[src/rtl/soc_system_avmm_pio_master.sv]
// Avalon-MM initiator for soc_system PIO-style slaves. The slave has no waitrequest
// and a fixed read latency. The block takes one command at a time on a
// valid/ready port: write, read, or poll-until-match with a timeout. Each command
// produces exactly one single-cycle response.
module soc_system_avmm_pio_master #(
    parameter int DATA_W       = 32,
    parameter int ADDR_W       = 2,
    parameter int READ_LATENCY = 1,
    parameter int POLL_TIMEOUT = 1024,
    parameter int POLL_GAP     = 4
) (
    input  logic              clk,
    input  logic              reset_n,
    // command port
    input  logic              cmd_valid,
    output logic              cmd_ready,
    input  logic [1:0]        cmd_op,
    input  logic [ADDR_W-1:0] cmd_addr,
    input  logic [DATA_W-1:0] cmd_wdata,
    input  logic [DATA_W-1:0] cmd_mask,
    // Avalon-MM initiator
    output logic [ADDR_W-1:0] address,
    output logic              chipselect,
    output logic              write_n,
    output logic [DATA_W-1:0] writedata,
    input  logic [DATA_W-1:0] readdata,
    // response port
    output logic              rsp_valid,
    output logic [DATA_W-1:0] rsp_data,
    output logic [1:0]        rsp_status,
    output logic              busy
);

    typedef enum logic [2:0] {IDLE, WR, RD_ADDR, RD_WAIT, GAP, RSP} state_t;
    typedef enum logic [1:0] {OP_WRITE = 2'd0, OP_READ = 2'd1, OP_POLL = 2'd2, OP_ILLEGAL = 2'd3} op_t;

    localparam logic [1:0] ST_OK      = 2'd0;
    localparam logic [1:0] ST_TIMEOUT = 2'd1;
    localparam logic [1:0] ST_BAD_OP  = 2'd2;

    state_t            state, next_state;
    op_t               lat_op;
    logic [ADDR_W-1:0] lat_addr;
    logic [DATA_W-1:0] lat_wdata;
    logic [DATA_W-1:0] lat_mask;

    // cnt is shared between the read-latency wait and the poll gap. Only one of
    // those two waits is active at any time.
    logic [15:0]       cnt, cnt_next;
    logic [15:0]       attempts, attempts_next, attempts_inc;

    logic              accept;
    logic              rsp_load;
    logic [DATA_W-1:0] rsp_data_next;
    logic [1:0]        rsp_status_next;
    logic              poll_match;
    logic              issue_access;

    assign cmd_ready    = (state == IDLE);
    assign busy         = (state != IDLE);
    assign attempts_inc = attempts + 16'd1;
    assign poll_match   = ((readdata ^ lat_wdata) & lat_mask) == '0;
    assign issue_access = (next_state == WR) || (next_state == RD_ADDR);

    // Next-state, counter and response decode.
    always_comb begin
        // NOTE: every signal gets a default first, so no path through the case can infer a latch.
        next_state      = state;
        cnt_next        = cnt;
        attempts_next   = attempts;
        accept          = 1'b0;
        rsp_load        = 1'b0;
        rsp_data_next   = '0;
        rsp_status_next = ST_OK;

        case (state)
            IDLE: begin
                if (cmd_valid) begin
                    accept        = 1'b1;
                    attempts_next = '0;
                    case (op_t'(cmd_op))
                        OP_WRITE:         next_state = WR;
                        OP_READ, OP_POLL: next_state = RD_ADDR;
                        default: begin
                            next_state      = RSP;
                            rsp_load        = 1'b1;
                            rsp_status_next = ST_BAD_OP;
                        end
                    endcase
                end
            end

            WR: begin
                next_state = RSP;
                rsp_load   = 1'b1;
            end

            RD_ADDR: begin
                next_state = RD_WAIT;
                cnt_next   = 16'(READ_LATENCY - 1);
            end

            RD_WAIT: begin
                if (cnt != '0) begin
                    cnt_next = cnt - 16'd1;
                end else if (lat_op == OP_READ) begin
                    next_state    = RSP;
                    rsp_load      = 1'b1;
                    rsp_data_next = readdata;
                end else begin
                    attempts_next = attempts_inc;
                    if (poll_match) begin
                        next_state    = RSP;
                        rsp_load      = 1'b1;
                        rsp_data_next = readdata;
                    end else if (attempts_inc == 16'(POLL_TIMEOUT)) begin
                        next_state      = RSP;
                        rsp_load        = 1'b1;
                        rsp_data_next   = readdata;
                        rsp_status_next = ST_TIMEOUT;
                    end else if (POLL_GAP == 0) begin
                        next_state = RD_ADDR;
                    end else begin
                        next_state = GAP;
                        cnt_next   = 16'(POLL_GAP - 1);
                    end
                end
            end

            GAP: begin
                if (cnt == '0) next_state = RD_ADDR;
                else           cnt_next   = cnt - 16'd1;
            end

            RSP:     next_state = IDLE;
            default: next_state = IDLE;
        endcase
    end

    // State, command latch and registered Avalon/response outputs.
    always_ff @(posedge clk or negedge reset_n) begin
        // NOTE: everything here is a flop and is assigned non-blocking. There are no
        // memories, so every register can be reset and an abort leaves no stale state.
        if (!reset_n) begin
            state      <= IDLE;
            lat_op     <= OP_WRITE;
            lat_addr   <= '0;
            lat_wdata  <= '0;
            lat_mask   <= '0;
            cnt        <= '0;
            attempts   <= '0;
            address    <= '0;
            chipselect <= 1'b0;
            write_n    <= 1'b1;
            writedata  <= '0;
            rsp_valid  <= 1'b0;
            rsp_data   <= '0;
            rsp_status <= ST_OK;
        end else begin
            state    <= next_state;
            cnt      <= cnt_next;
            attempts <= attempts_next;

            if (accept) begin
                lat_op    <= op_t'(cmd_op);
                lat_addr  <= cmd_addr;
                lat_wdata <= cmd_wdata;
                lat_mask  <= cmd_mask;
            end

            // Avalon strobes are registered from next_state. They are therefore
            // glitch-free, and they are active exactly during the WR and RD_ADDR cycles.
            chipselect <= issue_access;
            write_n    <= (next_state != WR);
            if (issue_access) address <= accept ? cmd_addr : lat_addr;
            if (next_state == WR) writedata <= cmd_wdata;

            rsp_valid <= rsp_load;
            if (rsp_load) begin
                rsp_data   <= rsp_data_next;
                rsp_status <= rsp_status_next;
            end
        end
    end

endmodule
[config.mk]
export PLATFORM = sky130hd
export DESIGN_NAME = soc_system_avmm_pio_master
export DESIGN_NICKNAME = d
export VERILOG_FILES = /design/src/rtl/soc_system_avmm_pio_master.sv
export SDC_FILE = /design/constraint.sdc
export NUM_CORES = 1
export LEC_CHECK = 0
export ABC_CLOCK_PERIOD_IN_PS = 3430
export BUFFER_PORTS_ARGS = -buffer_cell sky130_fd_sc_hd__buf_4
export CAP_MARGIN = 0
export CORE_ASPECT_RATIO = 1.1
export CORE_UTILIZATION = 54
export DETAILED_ROUTE_END_ITERATION = 8
export GPL_ROUTABILITY_DRIVEN = 0
export PLACE_DENSITY = 0.87
export SLEW_MARGIN = 20
export SYNTH_ARGS = -nofsm -noshare
export SYNTH_HDL_FRONTEND = slang
export SYNTH_SLANG_ARGS = --single-unit
[constraint.sdc]
create_clock -name clk -period 3.43 [get_ports clk]
set_input_delay 0.1715 -clock clk [delete_from_list [all_inputs] [get_ports clk]]
set_output_delay 0.1715 -clock clk [all_outputs]
set_load 0.05 [all_outputs]
==> results.toml, run 1 <==
[outcome]
status = "complete, but fails checks"
violations = "negative hold slack"

[clocking]
cts_buffer_depth = 2
path_clk_slew_ns = 0.07
insertion_delay_ns = 0.44
cts_buffers = 17
cts.sinks = 174
cts_tree = "built"
htreeDepth = 4
cts-root-buf = "clkbuf_16"

[yosys]
synth_top_area_frac = 0.5433
syn_area_per_cell_sq_um = 9.408
synth-main-ff-cell = "dfrtp_1"
synth_cell_types = 49
synth_edf_count = 0
ys_seq_area_frac = 0.5466
syn_area_sq_um = 7969
ys.warnings.count = 0
netlist_instances = 847
synth.largest_area_cell = "dfrtp_1"
syn_nets = 955
synth_seq_cells = 174
async_flop_share = 1.000
synth.top_cells.by_area = "dfrtp_1 (54%), nand2_1 (13%), xor2_1 (5.1%)"

[die]
die_area_sq_um = 15250
die_h_microns = 129.4
core_sq_um = 14390
rows = 46
io_pins = 176
start_util = 0.5538
die_w_microns = 117.8

[route]
dr.pass1.iters = 5
drtIter0Drc = 613
wl_microns = 24820
ant_nets = 0
viasPerCell = 5.744
drc = 0
via_count = 7565
wire_per_inst_microns = 18.84

[run]
cap_violations = 0

[critical_path]
reg2reg_setup_slack_ns = 0.19
critPathMaxFanout = 7
crit_arrival_ns = 3.56
timing.rr.end = "address[1]"
cpMaxStageDelayCell = "or4_4"
cp_top_family = "simple AND/OR/NAND/NOR gates"
path_class = "flop to flop"
startpoint = "cnt[7]"
r2r_start = "cnt[7]"
cpPeakStageDelay_ns = 0.57
end_kind = "flop"
crit_buf_inv = 1
crit_chain = "or4_4 -> or3_1 -> nor4_4 -> buf_4 -> nand3_1 -> nand3b_1 -> nor3_4 -> a31oi_1 -> mux2_2"
worstSetupPathDepth = 9
worstSetupStartpointType = "flop"
r2r_cells = 9
critPathRequiredTime_ns = 3.75

[global_route]
grt_pass1_vias = 7729
grt_pass1_wl_microns = 39440
grt_max_degree = 107
grt_use_total = 0.3358
antenna_found_initial = 0
grt_overflow = 0

[timing]
worst_pin_slew_ns = 0.8868
fmax_ghz = 0.3083
hold_violations = 1
setup_viol = 0
fin_crit_sh = 0.9455
tns_ns = 0
rsz0062_at_grt = "no"
report.final.slew_viol_count = 0
whs_ns = -0.01082
skew_ns = 0.01012
maxSlewHeadroom = 0.4066
finalCriticalPeriod_ns = 3.243

[finish]
seqCellArea_sq_um = 4355
layout_common_cells = "nand2_1 (281), buf_4 (194), dfrtp_1 (173)"
fill_cells = 830
final_common_cell = "nand2_1"
antenna_cells = 0
finalNetCount = 1220
syn2layout_area_growth_pct = 39.17
multi_input_area_sq_um = 3367
drive_gt1_frac = 0.2453

[hold_path]
hold_class = "primary input to flop"
timing.hold.worst.start = "cmd_addr[0]"
worstHoldPathCells = 3
hold_end = "lat_addr[0]"

[pwr]
p_leak_nw = 5.387
ir_drop_uv = 865.8
cellPowerDensity_nw_per_um2 = 839.9

[placed_design]
portBuffers = 175
dp_hpwl_microns = 14250
-- repair_timing --
action / CTS / global route
setup endpoints to repair: 0 / 6
buffers inserted: 0 / 0
endpoints found under the hold margin: 195 / 0
hold buffers: 96 / 0
gates resized for setup: 0 / 1
-- kinds of logic after synthesis --
| group | after synthesis | synth area share |
|---|---|---|
| buf+inv | 61 | 0.03313 |
| mux | 35 | 0.04930 |
| compound gates | 125 | 0.09217 |
| flops | 174 | 0.5466 |
| xor+xnor | 53 | 0.05825 |
| simple gates | 394 | 0.2127 |
| fa+ha+maj | 5 | 0.007851 |
-- worst register-to-register path, cell delays in order (launching register included) --
cell and delay, ns:
dfrtp_1 0.42, or4_4 0.57, or3_1 0.44, nor4_4 0.27
buf_4 0.20, nand3_1 0.08, nand3b_1 0.23, nor3_4 0.08
a31oi_1 0.43, mux2_2 0.40
-- state kept, by name, summed over array words and instances, names as in the netlist --
register / count
rsp_data: 32
lat_addr: 2
rsp_status: 2
chipselect: 1
lat_wdata: 32
lat_op: 2
rsp_valid: 1
attempts: 16
lat_mask: 32
write_n: 1
address: 2
writedata: 32
cnt: 16
state: 3
-- how the worst max path moves through the flow --
stage / end / slack (ns)
after floorplan: writedata[22] / 0.26
after global placement: writedata[14] / 0.32
after detailed placement: address[1] / 0.27
after CTS: address[1] / 0.26
after global routing: cnt[3] / 0.03
final: address[1] / 0.19
-- cell type report --
class / count / share of cell area
Clock buffer: 18 / 0.03960
Clock inverter: 14 / 0.01512
Inverter: 14 / 0.004738
Multi-Input combinational cell: 612 / 0.3036
Sequential cell: 174 / 0.3927
Tap cell: 192 / 0.02166
Timing Repair Buffer: 293 / 0.2226
-- synthesized netlist by cell type (all sizes together) (2+ instances only) --
library cell	instances
nand3	12
mux2	34
dfrtp	173
and2	2
nor2	37
a211oi	2
or3	5
a311oi	4
xor2	46
nand4	11
xnor2	7
nor2b	3
nor3	13
nor4	11
a21oi	9
nand2	282
a31oi	7
and3	4
or4	8
o31ai	5
o21ai	74
nand3b	2
buf	16
ha	5
a22oi	16
clkbuf	31
inv	14
-- per-stage QoR --
| step | power [mW] | area (sq um) | utilization | setup slack (ns) | instances |
|---|---|---|---|---|---|
| 2_1_floorplan | 5.887 | 7969 | - | 0.2639 | 847 |
| 3_3_place_gp | 6.898 | 9517 | 0.6614 | 0.3176 | 1189 |
| 3_5_place_dp | 7.030 | 9517 | 0.6614 | 0.2699 | 1189 |
| 4_1_cts | 9.137 | 11080 | 0.7703 | 0.2550 | 1317 |
| 5_1_grt | 9.735 | 11090 | 0.7708 | 0.03354 | 1317 |
| 6_report | 9.315 | 11090 | 0.7708 | 0.1869 | 1317 |
-- layer usage --
layer	global-route usage	part of all wire	up-vias	routed length [microns]
met2	0.5785	0.51	406	12680
met1	0.3960	0.37	3704	9195
met3	0.07218	0.072	90	1775
met4	0.1855	0.047	0	1163
met5	0	0	-	0
li1	-	-	3365	-
-- power breakdown --
part           switching, mW  internal [mW]  total [mW]
clock                  0.842           1.16        2.01
combinational           2.56           1.45        4.01
sequential             0.536           2.77        3.30
Note: power is estimated with default switching activity, not from simulation.
==> run 2, diff against run 1 <==
Settings changed: SETUP_SLACK_MARGIN set to 0.4.
==> results.toml, run 2 (synthesis gave the netlist of run 1 again) <==
[clocking]
cts_tree = "built"
cts_buffers = 17
cts-root-buf = "clkbuf_16"
htreeDepth = 4
cts_buffer_depth = 2
cts.sinks = 174
path_clk_slew_ns = 0.06
insertion_delay_ns = 0.45

[timing]
tns_ns = 0
layout_setup_ws_ns = 0.2492
hold_violations = 0
setup_viol = 0
fmax_ghz = 0.3144
fin_crit_sh = 0.9273
rsz0062_at_grt = "yes"
whs_ns = 0.02196
skew_ns = 0.01663
maxSlewHeadroom = 0.4619
report.final.slew_viol_count = 0
finalCriticalPeriod_ns = 3.181
worst_pin_slew_ns = 0.7998

[critical_path]
end_kind = "flop"
path_class = "flop to flop"
r2r_cells = 10
crit_arrival_ns = 3.51
worstSetupStartpointType = "flop"
crit_chain = "or4_4 -> or4_4 -> or4_4 -> nand3_2 -> nand3_4 -> nor3_4 -> buf_6 -> buf_12 -> buf_16 -> mux2_2"
cpMaxStageDelayCell = "or4_4"
path_common_cell = "or4_4"
cp_top_family = "simple AND/OR/NAND/NOR gates"
crit_buf_inv = 3
worstSetupPathDepth = 10
cpPeakStageDelay_ns = 0.56
critPathRequiredTime_ns = 3.76
critPathMaxFanout = 8

[die]
die_h_microns = 129.4
io_pins = 176
start_util = 0.5538
die_w_microns = 117.8
core_sq_um = 14390
rows = 46
die_area_sq_um = 15250

[pwr]
clkPwrFrac = 0.202
pwr-share-seq = 0.331
ir_drop_uv = 618.9
cellPowerDensity_nw_per_um2 = 878.0
combPwrFrac = 0.467
switchingPower_mw = 4.292
power_mw = 10.12
p_leak_nw = 5.568
internal_power_mw = 5.830
swShare = 0.4240

[hold_path]
hold_class = "primary input to flop"
worstHoldPathCells = 3

[route]
viasPerCell = 6.068
drtIter0Drc = 715
ant_nets = 0
via_count = 8143
wire_per_inst_microns = 21.40
dr.pass1.iters = 6
drc = 0
wl_microns = 28720

[placed_design]
dp.cells = 1182
placed_cell_area_sq_um = 9482
portBuffers = 175
dp_hpwl_microns = 14000
place_ws_ns = 0.09456

[finish]
final_common_cell = "nand2_1"
syn2layout_area_growth_pct = 44.69
layout_common_cells = "nand2_1 (281), buf_4 (207), dfrtp_1 (172)"
fill_cells = 758
instances_no_fill = 1342
fin_area_sq_um = 11530
finalNetCount = 1244
final_util = 0.8013
drive_gt1_frac = 0.2707

[global_route]
grt_max_degree = 96
grt_pass1_vias = 7925
grt_overflow = 0
grt_use_total = 0.3580
antenna_found_initial = 1
grt_pass1_wl_microns = 41370

[run]
cap_violations = 0

[outcome]
status = "finished clean"
==> run 2: cell types whose count changed in the layout (fill, tap and decap cells not counted), sizes merged <==
cell         delta
buf            +20
clkbuf          +7
clkinv          -5
clkinvlp        +1
diode           +1
dlygate4sd3     +2
inv             -1
==> run 2: path summary, 6_finish.rpt <==
| check | start | end | slack, ns |
|---|---|---|---|
| min | readdata[10] | rsp_data[10] | 0.02 |
| min in group asynchronous | reset_n | writedata[2] | 0.36 |
| max reg2reg | cnt[7] | writedata[25] | 0.25 |
| max in group asynchronous | reset_n | writedata[22] | 2.08 |
| max | cnt[7] | writedata[25] | 0.25 |
| min reg2reg | lat_mask[28] | lat_mask[28] | 0.48 |
==> run 2: layer usage <==
layer / track usage / wire, microns
met3: 0.08231 / 2690
met5: 0 / 0
met4: 0.2308 / 2173
met1: 0.4106 / 9821
met2: 0.6111 / 14030
==> run 2: repair_timing <==
| action | 4_1_cts | 5_1_grt |
|---|---|---|
| buffers inserted | 13 | 11 |
| hold buffers | 97 | 1 |
| pin swaps | 7 | 4 |
| cloned | 3 | 2 |
| setup endpoints to repair | 52 | 94 |
| endpoints found under the hold margin | 206 | 1 |
| gates resized for setup | 11 | 20 |
==> run 2: area by class of cell <==
type                            count  area (sq um)  area share
Timing Repair Buffer              317          2781      0.2412
Clock buffer                       23         478.0     0.04145
Sequential cell                   174          4357      0.3779
Tap cell                          192         240.2     0.02084
Antenna cell                        1         2.502   0.0002170
Multi-Input combinational cell    612          3485      0.3022
Inverter                           14         52.55    0.004558
Clock inverter                      9         133.9     0.01161
==> run 2: power groups by stage <==
stage / clock network, mW / logic, mW / registers [mW]
final: 2.04 / 4.73 / 3.35
after global routing: 2.12 / 4.96 / 3.41
after CTS: 2.02 / 4.33 / 3.26
after detailed placement: 0 / 3.74 / 3.29
after global placement: 0 / 3.64 / 3.25
after floorplan: 0 / 1.96 / 3.95
==> run 2: worst reg2reg max path, delay by kind of cell, from the launching register on <==
family,cells,cell delay (ns)
simple gates,6,1.92
buf+inv,3,0.41
flops,1,0.38
mux,1,0.35
==> run 3, diff against run 2 <==
Settings changed: BUFFER_PORTS_ARGS -buffer_cell sky130_fd_sc_hd__buf_4 to -buffer_cell sky130_fd_sc_hd__buf_2.
==> results.toml, run 3 (synthesis gave the netlist of run 1 again) <==
[outcome]
status = "finished clean"

[timing]
hold_violations = 0
fin_crit_sh = 0.9467
finalCriticalPeriod_ns = 3.247
maxSlewHeadroom = 0.5753
rsz0062_at_grt = "yes"
tns_ns = 0
setup_viol = 0
fmax_ghz = 0.3080
worst_pin_slew_ns = 0.6370
report.final.slew_viol_count = 0
skew_ns = 0.01721

[critical_path]
worstSetupStartpointType = "flop"
crit_arrival_ns = 3.56
path_class = "flop to flop"
startpoint = "cnt[8]"
critPathRequiredTime_ns = 3.74
end_kind = "flop"
critPathMaxFanout = 11
r2r_start = "cnt[8]"

[die]
rows = 46
start_util = 0.5538
core_sq_um = 14390
io_pins = 176
die_h_microns = 129.4
die_w_microns = 117.8
die_area_sq_um = 15250

[clocking]
path_clk_slew_ns = 0.07
htreeDepth = 4
cts_buffers = 17
cts_buffer_depth = 2
cts_tree = "built"
cts.sinks = 174
insertion_delay_ns = 0.44
cts-root-buf = "clkbuf_16"

[route]
drtIter0Drc = 765
drc = 0
viasPerCell = 5.792
via_count = 7785
wire_per_inst_microns = 19.06
wl_microns = 25620
dr.pass1.iters = 5
ant_nets = 0

[finish]
drive_gt1_frac = 0.2769
final_common_cell = "nand2_1"
multi_input_area_sq_um = 3491
final_util = 0.7684
syn2layout_area_growth_pct = 38.75
antenna_cells = 0
layout_common_cells = "nand2_1 (281), buf_2 (174), dfrtp_1 (171)"
finalNetCount = 1248
fill_cells = 848
seqCellArea_sq_um = 4358

[pwr]
clkPwrFrac = 0.206
swShare = 0.4273
pwr-share-seq = 0.341
switchingPower_mw = 4.152
ir_drop_uv = 611.2
internal_power_mw = 5.565
cellPowerDensity_nw_per_um2 = 878.8
p_leak_nw = 5.458
combPwrFrac = 0.453

[placed_design]
dp_hpwl_microns = 13960
portBuffers = 175

[global_route]
grt_overflow = 0
grt_pass1_wl_microns = 38720
antenna_found_initial = 0
grt_max_degree = 67
grt_pass1_vias = 7793
grt_use_total = 0.3318

[hold_path]
hold_class = "primary input to flop"
timing.hold.worst.start = "readdata[12]"

[run]
cap_violations = 0
run 3: cell types whose count changed in the layout (fill, tap and decap cells not counted), sizes merged:
cell | previous run | this run
clkinv | 2 | 0
buf | 217 | 223
diode | 1 | 0
clkbuf | 25 | 22
inv | 14 | 18
bufinv | 3 | 2
dlygate4sd3 | 98 | 97
run 3: final timing paths:
| check | to | slack [ns] | depth (start not counted) |
|---|---|---|---|
| hold reg to reg | lat_mask[2] | 0.48 | 2 |
| hold / removal | rsp_data[12] | 0.02 | 3 |
| min in group asynchronous | attempts[3] | 0.29 | 2 |
| setup / recovery | address[1] | 0.18 | 11 |
| max in group asynchronous | lat_mask[4] | 2.09 | 3 |
| setup reg to reg | address[1] | 0.18 | 11 |
run 3: final cells by class:
cell class                      count  share of cell area
Clock buffer                       21             0.04345
Clock inverter                     10             0.01132
Inverter                           14            0.004753
Multi-Input combinational cell    612              0.3157
Sequential cell                   174              0.3941
Tap cell                          192             0.02173
Timing Repair Buffer              321              0.2089
run 3: per-layer routing:
metal  track usage  vias up  wire [microns]  share of wire
met5             0        -               0              0
met2        0.5737      484           13130           0.51
met1        0.3730     3764            9346           0.36
li1              -     3415               -              -
met3       0.07262      122            1752          0.068
met4        0.2232        0            1394          0.054
run 3: power groups by stage:
| stage | combinational (mW) | sequential [mW] | clock (mW) |
|---|---|---|---|
| after global routing | 4.66 | 3.38 | 2.10 |
| after floorplan | 1.96 | 3.95 | 0 |
| final | 4.41 | 3.31 | 2.00 |
| after detailed placement | 3.61 | 3.27 | 0 |
| after global placement | 3.50 | 3.24 | 0 |
| after CTS | 3.86 | 3.25 | 1.99 |
run 3: repair_timing:
| item | 4_1_cts | 5_1_grt |
|---|---|---|
| buffers inserted | 10 | 18 |
| endpoints found under the setup margin | 90 | 96 |
| pin swaps | 2 | 7 |
| gates cloned | 1 | 2 |
| gates resized for setup | 15 | 27 |
| hold endpoints to repair | 184 | 0 |
| hold buffers | 97 | 0 |
run 3: worst max-delay path, cell delays in order, from the launching register on:
cell and delay, ns:
dfrtp_1 0.39, or4_4 0.56, or3_4 0.41, nor4_4 0.21
buf_4 0.18, nand3_1 0.07, nand3b_1 0.33, nor3_4 0.09
buf_6 0.15, buf_12 0.15, a31oi_4 0.20, mux2_2 0.38
run 3: stage by stage:
stage | hold slack (ns) | cells | cell area, sq um | power, mW | worst slack (ns)
after floorplan | -0.1241 | 847 | 7988 | 5.902 | 0.3741
after global placement | 0.1954 | 1185 | 9069 | 6.733 | 0.2964
after detailed placement | 0.1998 | 1185 | 9069 | 6.885 | 0.1702
after CTS | 0.007237 | 1324 | 10800 | 9.098 | 0.3663
after global routing | 0.01923 | 1344 | 11060 | 10.14 | 0.1144
final | 0.01982 | 1344 | 11060 | 9.717 | 0.1829
